[src/rtl/seq_det_pkg.sv]
// Shared constants and helpers for the programmable serial pattern detector.
// Optional counter build is selected in the top with SEQ_DET_CNT_EN.
package seq_det_pkg;

    localparam int unsigned DEF_PAT_LEN = 4;
    localparam int unsigned DEF_CNT_W   = 8;

    localparam logic OVL_ON  = 1'b1;
    localparam logic OVL_OFF = 1'b0;

    // Bits needed to hold any value in 0..value-1.
    function automatic int unsigned clog2(input int unsigned value);
        int unsigned w;
        w = 0;
        while ((64'd1 << w) < 64'(value)) begin
            w = w + 1;
        end
        return w;
    endfunction

endpackage

[src/rtl/seq_det_hist.sv]
// Reception history shift register plus saturating fill counter.
// next_hist_o/next_fill_o expose the values that will be loaded on the coming edge.
module seq_det_hist
    import seq_det_pkg::*;
#(
    parameter int unsigned PAT_LEN = DEF_PAT_LEN,
    parameter int unsigned FILL_W  = clog2(PAT_LEN + 1)
) (
    input  logic               clk,
    input  logic               rst,
    input  logic               shift_i,
    input  logic               din_i,
    input  logic               clr_i,
    input  logic               fill_clr_i,
    output logic [PAT_LEN-1:0] next_hist_o,
    output logic [FILL_W-1:0]  next_fill_o
);

    localparam logic [FILL_W-1:0] FULL = FILL_W'(PAT_LEN);

    logic [PAT_LEN-1:0] hist_q, hist_d;
    logic [FILL_W-1:0]  fill_q, fill_d;

    always_comb begin
        hist_d = hist_q;
        fill_d = fill_q;
        if (clr_i) begin
            hist_d = '0;
            fill_d = '0;
        end else if (shift_i) begin
            hist_d = {hist_q[PAT_LEN-2:0], din_i};
            fill_d = (fill_q == FULL) ? FULL : fill_q + FILL_W'(1);
        end
    end

    // fill_clr_i is applied only at the register so next_fill_o never depends on it.
    always_ff @(posedge clk) begin
        if (!rst) begin
            hist_q <= '0;
            fill_q <= '0;
        end else begin
            hist_q <= hist_d;
            fill_q <= fill_clr_i ? '0 : fill_d;
        end
    end

    assign next_hist_o = hist_d;
    assign next_fill_o = fill_d;

endmodule

[src/rtl/seq_detector_prog.sv]
// Run-time programmable serial pattern detector with overlap mode and match pulse.
// Define SEQ_DET_CNT_EN to build the saturating match counter; otherwise match_cnt is 0.
module seq_detector_prog
    import seq_det_pkg::*;
#(
    parameter int unsigned        PAT_LEN = DEF_PAT_LEN,
    parameter logic [PAT_LEN-1:0] PATTERN = 4'b1011,
    parameter logic               OVERLAP = OVL_ON,
    parameter int unsigned        CNT_W   = DEF_CNT_W
) (
    input  logic               clk,
    input  logic               rst,
    input  logic               din_valid,
    input  logic               din,
    input  logic               cfg_load,
    input  logic [PAT_LEN-1:0] cfg_pattern,
    input  logic               cfg_overlap,
    output logic               match,
    output logic [CNT_W-1:0]   match_cnt
);

    localparam int unsigned       FILL_W = clog2(PAT_LEN + 1);
    localparam logic [FILL_W-1:0] FULL   = FILL_W'(PAT_LEN);

    logic [PAT_LEN-1:0] pat_q;
    logic               ovl_q;
    logic               match_q;
    logic               accept;
    logic               hit;
    logic [PAT_LEN-1:0] next_hist;
    logic [FILL_W-1:0]  next_fill;

    // A configuration load discards any bit presented in the same cycle.
    assign accept = din_valid & ~cfg_load;
    assign hit    = accept && (next_fill == FULL) && (next_hist == pat_q);

    seq_det_hist #(
        .PAT_LEN (PAT_LEN),
        .FILL_W  (FILL_W)
    ) u_hist (
        .clk         (clk),
        .rst         (rst),
        .shift_i     (accept),
        .din_i       (din),
        .clr_i       (cfg_load),
        .fill_clr_i  (hit && (ovl_q == OVL_OFF)),
        .next_hist_o (next_hist),
        .next_fill_o (next_fill)
    );

    always_ff @(posedge clk) begin
        if (!rst) begin
            pat_q   <= PATTERN;
            ovl_q   <= OVERLAP;
            match_q <= 1'b0;
        end else begin
            if (cfg_load) begin
                pat_q <= cfg_pattern;
                ovl_q <= cfg_overlap;
            end
            match_q <= hit;
        end
    end

    assign match = match_q;

`ifdef SEQ_DET_CNT_EN
    logic [CNT_W-1:0] cnt_q, cnt_d;

    always_comb begin
        cnt_d = cnt_q;
        if (cfg_load) begin
            cnt_d = '0;
        end else if (hit && (cnt_q != '1)) begin
            cnt_d = cnt_q + CNT_W'(1);
        end
    end

    always_ff @(posedge clk) begin
        if (!rst) begin
            cnt_q <= '0;
        end else begin
            cnt_q <= cnt_d;
        end
    end

    assign match_cnt = cnt_q;
`else
    assign match_cnt = '0;
`endif

endmodule
[config.mk]
export PLATFORM = sky130hd
export DESIGN_NAME = seq_detector_prog
export DESIGN_NICKNAME = d
export VERILOG_FILES = /design/src/rtl/seq_det_pkg.sv /design/src/rtl/seq_det_hist.sv /design/src/rtl/seq_detector_prog.sv
export SDC_FILE = /design/constraint.sdc
export NUM_CORES = 1
export LEC_CHECK = 0
export ABC_CLOCK_PERIOD_IN_PS = 2100
export BUFFER_PORTS_ARGS = -buffer_cell sky130_fd_sc_hd__buf_2
export CORE_UTILIZATION = 48
export CTS_CLUSTER_DIAMETER = 200
export DETAILED_ROUTE_END_ITERATION = 10
export GPL_ROUTABILITY_DRIVEN = 0
export PLACE_DENSITY_LB_ADDON = 0.12
export REMOVE_ABC_BUFFERS = 1
export SYNTH_ARGS = -nofsm -noshare
export SYNTH_HDL_FRONTEND = slang
export SYNTH_SLANG_ARGS = --single-unit
[constraint.sdc]
create_clock -name clk -period 2.1 [get_ports clk]
set_input_delay 0.21 -clock clk [delete_from_list [all_inputs] [get_ports clk]]
set_output_delay 0.21 -clock clk [all_outputs]
set_load 0.03 [all_outputs]
==> flow_metrics.tcl, run 1 <==
set metrics [dict create \
    status "finished clean" \
    synth_area_leaders "dfxtp_1, mux2i_1, buf_4" \
    crit_chain "inv_1 -> ha_1 -> nor2_1 -> nand3_1 -> or4b_4 -> o41a_1" \
    crit_type "register to register" \
    worstPathRequired_ns 2.26 \
    synth_most_common_cell "dfxtp_1" \
    p_seq_share_pct 49.3 \
    viasPerCell 4.75 \
    route.detailed.drc 0 \
    place_ws_ns 0.213 \
    drtIter0Drc 2 \
    min_period_over_period_pct 89.9 \
    endpoint "u_hist.fill_q[2]$_SDFF_PP0_" \
    finalSetupTns_ns 0 \
    combPwrFrac_pct 12.9 \
    yosys_warnings 0 \
    hold_viol 0 \
    worst_slack_ns 0.211 \
    critPathLaunch "u_hist.fill_q[0]$_SDFF_PP0_" \
    rr_worst_depth 6 \
    p_int_uw 363 \
    dieHeight_um 38.2 \
    cts_setup_buffers 0 \
    vias 418 \
    postRouteAntennaNets 0 \
    rr_endpoint "u_hist.fill_q[2]$_SDFF_PP0_" \
    root_buffer "clkbuf_4" \
    hp-class "primary input to register" \
    synth.top_cell.area_share_pct 38.1 \
    grt_max_degree 11 \
    cts_buffers 3 \
    io_buffers 10 \
    grt_first_pass_wirelength_mm 1.49 \
    r2r_start "u_hist.fill_q[0]$_SDFF_PP0_" \
    yosys_most_used_dff "dfxtp_1" \
    pwr-share-clk_pct 37.7 \
    start_util_pct 54.5 \
    firstDrtPassIters 4 \
    ctsHoldBuffers 0 \
    cap_violations 0 \
    synth_cell_types 23 \
    antenna_found_initial 0 \
    cp_slowest_cell "or4b_4" \
    setup_viol 0 \
    ys_ff_latch 12 \
    syn_area_per_cell_um2 10.0 \
    vdd_ir_drop_max_mv 0.496 \
    cellPowerDensity_mw_per_mm2 719 \
    async_reset_ff_share_pct 0 \
    switching_share_pct 25.7 \
    total_power_uw 488 \
    max_freq_mhz 530 \
    p_sw_uw 125 \
    overflow 0 \
    cts_resized 0 \
    clock_latency_ns 0.27 \
    clock_sinks 12 \
    rsz0062_at_grt "false" \
    crit_path_max_fanout 4 \
    area_growth_pct 7.54 \
    grtUsageTotal_pct 15.6 \
    cts_max_level 1 \
    holdWs_ns 0.148 \
    rows 12 \
    pin_count 19 \
    drive_gt1_share_pct 23.0 \
    synth_top_area_cell "dfxtp_1" \
    synth_area_um2 631 \
    ys_top_cells_by_count "dfxtp_1, mux2i_1, buf_4" \
    leakagePower_nw 0.308 \
    drv_slew 0 \
    clockBufferDepth 2 \
    antenna_cells 0 \
    cp-end-kind "register" \
    die_area_mm2 0.00146 \
    ys_seq_area_share_pct 38.1 \
    post-route-min-period_ns 1.89 \
    arrival_ns 2.05 \
    final_cell_area_um2 678 \
    synth_edf_count 0 \
    fin_skew_ns 0.00444 \
    fp.dieW_um 38.2 \
    fin_nets 87 \
    max_stage_delay_ns 0.52 \
    core_area_mm2 0.00116 \
    netlist_instances 63 \
    dpl-instance-area_um2 642 \
    clkTransAtPathRegs_ns 0.08 \
    wl_um 925 \
    start_kind "register" \
    grt_pass1_vias 379 \
    cts_tree "built" \
    wl_per_cell_um 10.5 \
    r2r_slack_ns 0.21 \
]
==> power by group through the flow <==
stage          sequential (mW)  clock (mW)  combinational (mW)
4_1_cts                  0.241       0.190              0.0638
3_3_place_gp             0.246           0              0.0625
3_5_place_dp             0.246           0              0.0637
2_1_floorplan            0.245           0              0.0440
5_1_grt                  0.242       0.198              0.0690
6_report                 0.241       0.184              0.0632
==> flip-flops by register name, summed over array words and instances (netlist names) <==
name	cells
u_hist.fill_q	3
match	1
u_hist.hist_q	3
pat_q	4
ovl_q	1
==> per-stage QoR <==
stage               instances  utilization (%)
floorplan                  60                -
global placement           84             55.5
detailed placement         84             55.5
CTS                        88             58.7
global route               88             58.7
finish                     88             58.7
==> per-layer routing <==
layer	up-vias	part of all wire (%)	GRT usage (%)
met5	-	0	0
met4	0	1.2	13.4
met3	2	4.5	3.49
met2	17	47	25.4
met1	179	47	16.9
li1	220	-	-
==> cells in the final DEF, fill, tap and decap left out, drive strengths merged, types with 4 or more instances in the layout <==
cell and n:
conb 8, dfxtp 12, mux2i 10, nand2 4, nor2 7, clkbuf 4
buf 10
==> worst max-delay path: cells and delay by family (launching register included) <==
kind | cells | cell delay (ns)
compound gates | 1 | 0.37
fa+ha+maj | 1 | 0.30
flops | 1 | 0.37
simple gates | 3 | 0.69
buf+inv | 1 | 0.06
==> cell type report <==
type | count | area [um2]
Clock buffer | 4 | 36.3
Fill cell | 116 | 478
Inverter | 2 | 7.51
Multi-Input combinational cell | 46 | 327
Sequential cell | 12 | 240
Tap cell | 14 | 17.5
Timing Repair Buffer | 10 | 50.0
==> cell families after synthesis <==
logic type	synth area share, %
AOI/OAI and AO/OA	4.17
xor gates and xnor gates	4.17
adders and majority gates	3.97
buffers and inverters	14.3
DFF	38.1
muxes	17.9
other	0.595
and+or+nand+nor	16.9
==> worst min-delay path by stage <==
| stage | from | end | slack (ns) | cells past startpoint |
|---|---|---|---|---|
| final | cfg_overlap | ovl_q$_SDFFE_PN1P_ | 0.15 | 3 |
| after global routing | cfg_pattern[1] | pat_q[1]$_SDFFE_PN1P_ | 0.15 | 3 |
| after CTS | cfg_overlap | ovl_q$_SDFFE_PN1P_ | 0.14 | 3 |
| after detailed placement | cfg_overlap | ovl_q$_SDFFE_PN1P_ | 0.43 | 3 |
| after global placement | cfg_overlap | ovl_q$_SDFFE_PN1P_ | 0.42 | 3 |
| after floorplan | rst | ovl_q$_SDFFE_PN1P_ | 0.27 | 1 |
(Power assumes the default switching activity.)
==> run 2: changes to the inputs <==
Settings changed: ABC_AREA from default to 1, CORE_UTILIZATION 48 to 50.
==> run 2 against run 1 <==
Effect of this change:
- clock skew fell by 0.0018 ns
- critical path type unchanged
- global-route usage rose by 3.8 points
- sequential share of layout area fell by 1.6 points
- via count rose by 49%
- combinational power rose by 34%
- area after synthesis rose by 19%
- final cell count rose by 50%
- largest power group unchanged
- core utilization fell by 1.7 points
==> flow_metrics.tcl, run 2 <==
set metrics [dict create \
    final-seq-area_um2 260 \
    start_util_pct 55.6 \
    leakagePower_nw 0.399 \
    cts_buffers 3 \
    grt_first_pass_wirelength_mm 2.06 \
    drtIter0Drc 14 \
    cts_setup_buffers 0 \
    hold_viol 0 \
    wl_per_cell_um 9.73 \
    dieHeight_um 40.8 \
    synthAdderAreaFrac_pct 3.33 \
    ys_top_cells_by_count "nand2_1, inv_1, nor2_1" \
    ctsHoldBuffers 0 \
    fin_nets 130 \
    setup_viol 0 \
    pin_count 19 \
    rows 13 \
    clockBufferDepth 2 \
    dpl.hpwl_um 963 \
    route.detailed.drc 0 \
    die_area_mm2 0.00166 \
    hp-class "primary input to register" \
    antenna_cells 0 \
    postRouteAntennaNets 0 \
    min_period_over_period_pct 67.6 \
    crit_type "register to register" \
    ys_ff_latch 13 \
    crit_chain "inv_1 -> ha_1 -> inv_1 -> nand2_1 -> nor2_1 -> nand2_1 -> nor2_2 -> nand4_1 -> nand2_1 -> nor2_1" \
    multi_input_area_um2 344 \
    io_buffers 10 \
    async_reset_ff_share_pct 0 \
    total_power_uw 500 \
    fp.dieW_um 40.8 \
    vias 621 \
    synth_area_um2 751 \
    cts_max_level 1 \
    cap_violations 0 \
    yosys_most_used_dff "dfxtp_1" \
    start_kind "register" \
    dr_wl_met2_um 550 \
    routed-wl-met3_um 56 \
    yosys.area_share.simple_pct 30.5 \
    drv_slew 0 \
    core_area_mm2 0.00135 \
    synth_cell_types 18 \
    drive_gt1_share_pct 17.1 \
    crit_family "simple AND/OR/NAND/NOR gates" \
    fillerInstances 138 \
    crit_path_max_fanout 3 \
    grt_pass1_vias 510 \
    cpMostUsedCell "nand2_1" \
    worst_slack_ns 0.681 \
    antenna_found_initial 0 \
    synth_compound_area_share_pct 8.00 \
    status "finished clean" \
    arrival_ns 1.59 \
    synth_edf_count 0 \
    fin_skew_ns 0.00265 \
    top_regs "pat_q: 4 flops, u_hist.hist_q: 4 flops, u_hist.fill_q: 3 flops" \
    finalSetupTns_ns 0 \
    wl_mm 1.29 \
    synth_area_leaders "dfxtp_1, nand2_1, buf_4" \
    synth_top_family_by_area "simple AND/OR/NAND/NOR gates" \
    max_stage_delay_ns 0.33 \
    firstDrtPassIters 4 \
    ys_seq_area_share_pct 34.7 \
    cts_resized 0 \
    cellPowerDensity_mw_per_mm2 649 \
    synth_most_common_cell "nand2_1" \
    rsz0062_at_grt "false" \
    synth-xor-area-share_pct 0 \
    yosys_warnings 0 \
    crit_buf_inv 2 \
    vdd_ir_drop_max_mv 0.411 \
    cp-end-kind "register" \
    viasPerCell 4.70 \
    utilization_pct 57.0 \
    clock_sinks 13 \
    cts_tree "built" \
    netlist_instances 107 \
    area_growth_pct 2.50 \
    highest_layer "met4" \
    clock_latency_ns 0.27 \
    mostFrequentLayoutCell "nand2_1" \
    met1_length_um 665 \
    cp_slowest_cell "dfxtp_1" \
    post-route-min-period_ns 1.42 \
    max_freq_mhz 705 \
    grt_max_degree 14 \
    root_buffer "clkbuf_4" \
    place_ws_ns 0.683 \
    overflow 0 \
    clkTransAtPathRegs_ns 0.08 \
    synth_top_area_cell "dfxtp_1" \
    mostFrequentLayoutCells "nand2_1, inv_1, nor2_1" \
    synth.top_cell.area_share_pct 34.7 \
    grtUsageTotal_pct 19.4 \
    syn_area_per_cell_um2 7.02 \
    worstPathRequired_ns 2.27 \
    synthMuxAreaShare_pct 0 \
]
run 2: changes by cell type after synthesis, moves of 6 or more:
cell     previous run  this run
o21ai_0             0         6
nand3_1             1         8
nor2_1              7        14
inv_1               2        14
nand2_1             4        22
mux2i_1             9         0
run 2: cell families (layout without fill, tap and decap cells):
group | count (synthesis) | after routing
other cells | 1 | 8
fa+ha+maj | 2 | 2
simple gates | 52 | 52
compound gates | 12 | 12
buf+inv | 27 | 30
flops | 13 | 13
run 2: final timing paths:
check                              startpoint  cells past startpoint  slack [ns]                           to
setup / recovery  u_hist.fill_q[0]$_SDFF_PP0_                     10        0.68  u_hist.fill_q[0]$_SDFF_PP0_
hold / removal                 cfg_pattern[0]                      3        0.14        pat_q[0]$_SDFFE_PN1P_
setup reg to reg  u_hist.fill_q[0]$_SDFF_PP0_                     10        0.68  u_hist.fill_q[0]$_SDFF_PP0_
hold reg to reg         pat_q[1]$_SDFFE_PN1P_                      2        0.48        pat_q[1]$_SDFFE_PN1P_
run 2: metal layers:
layer  vias to the layer above  track usage, %
met5                         -               0
met4                         0            12.5
met3                         2            4.89
met2                        20            30.6
met1                       262            23.3
li1                        337               -
run 2: through the flow:
step | cells | cell area [um2] | hold slack [ns]
after floorplan | 103 | 674 | 0.294
after global placement | 128 | 743 | 0.416
after detailed placement | 128 | 743 | 0.428
after CTS | 132 | 769 | 0.140
after global routing | 132 | 769 | 0.142
final | 132 | 769 | 0.144
run 2: worst min-delay path: stages:
cell     delay, ns
buf_2         0.07
a21oi_1       0.04
o21ai_0       0.06
run 2: layout make-up:
class	count	share of cell area [%]
Clock buffer	4	3.41
Inverter	16	9.11
Multi-Input combinational cell	74	44.7
Sequential cell	13	33.8
Tap cell	15	2.44
Timing Repair Buffer	10	6.50
run 2: power by group:
| part | switching, mW | internal (mW) |
|---|---|---|
| clock | 0.0794 | 0.0736 |
| sequential | 0.00487 | 0.257 |
| combinational | 0.0609 | 0.0240 |
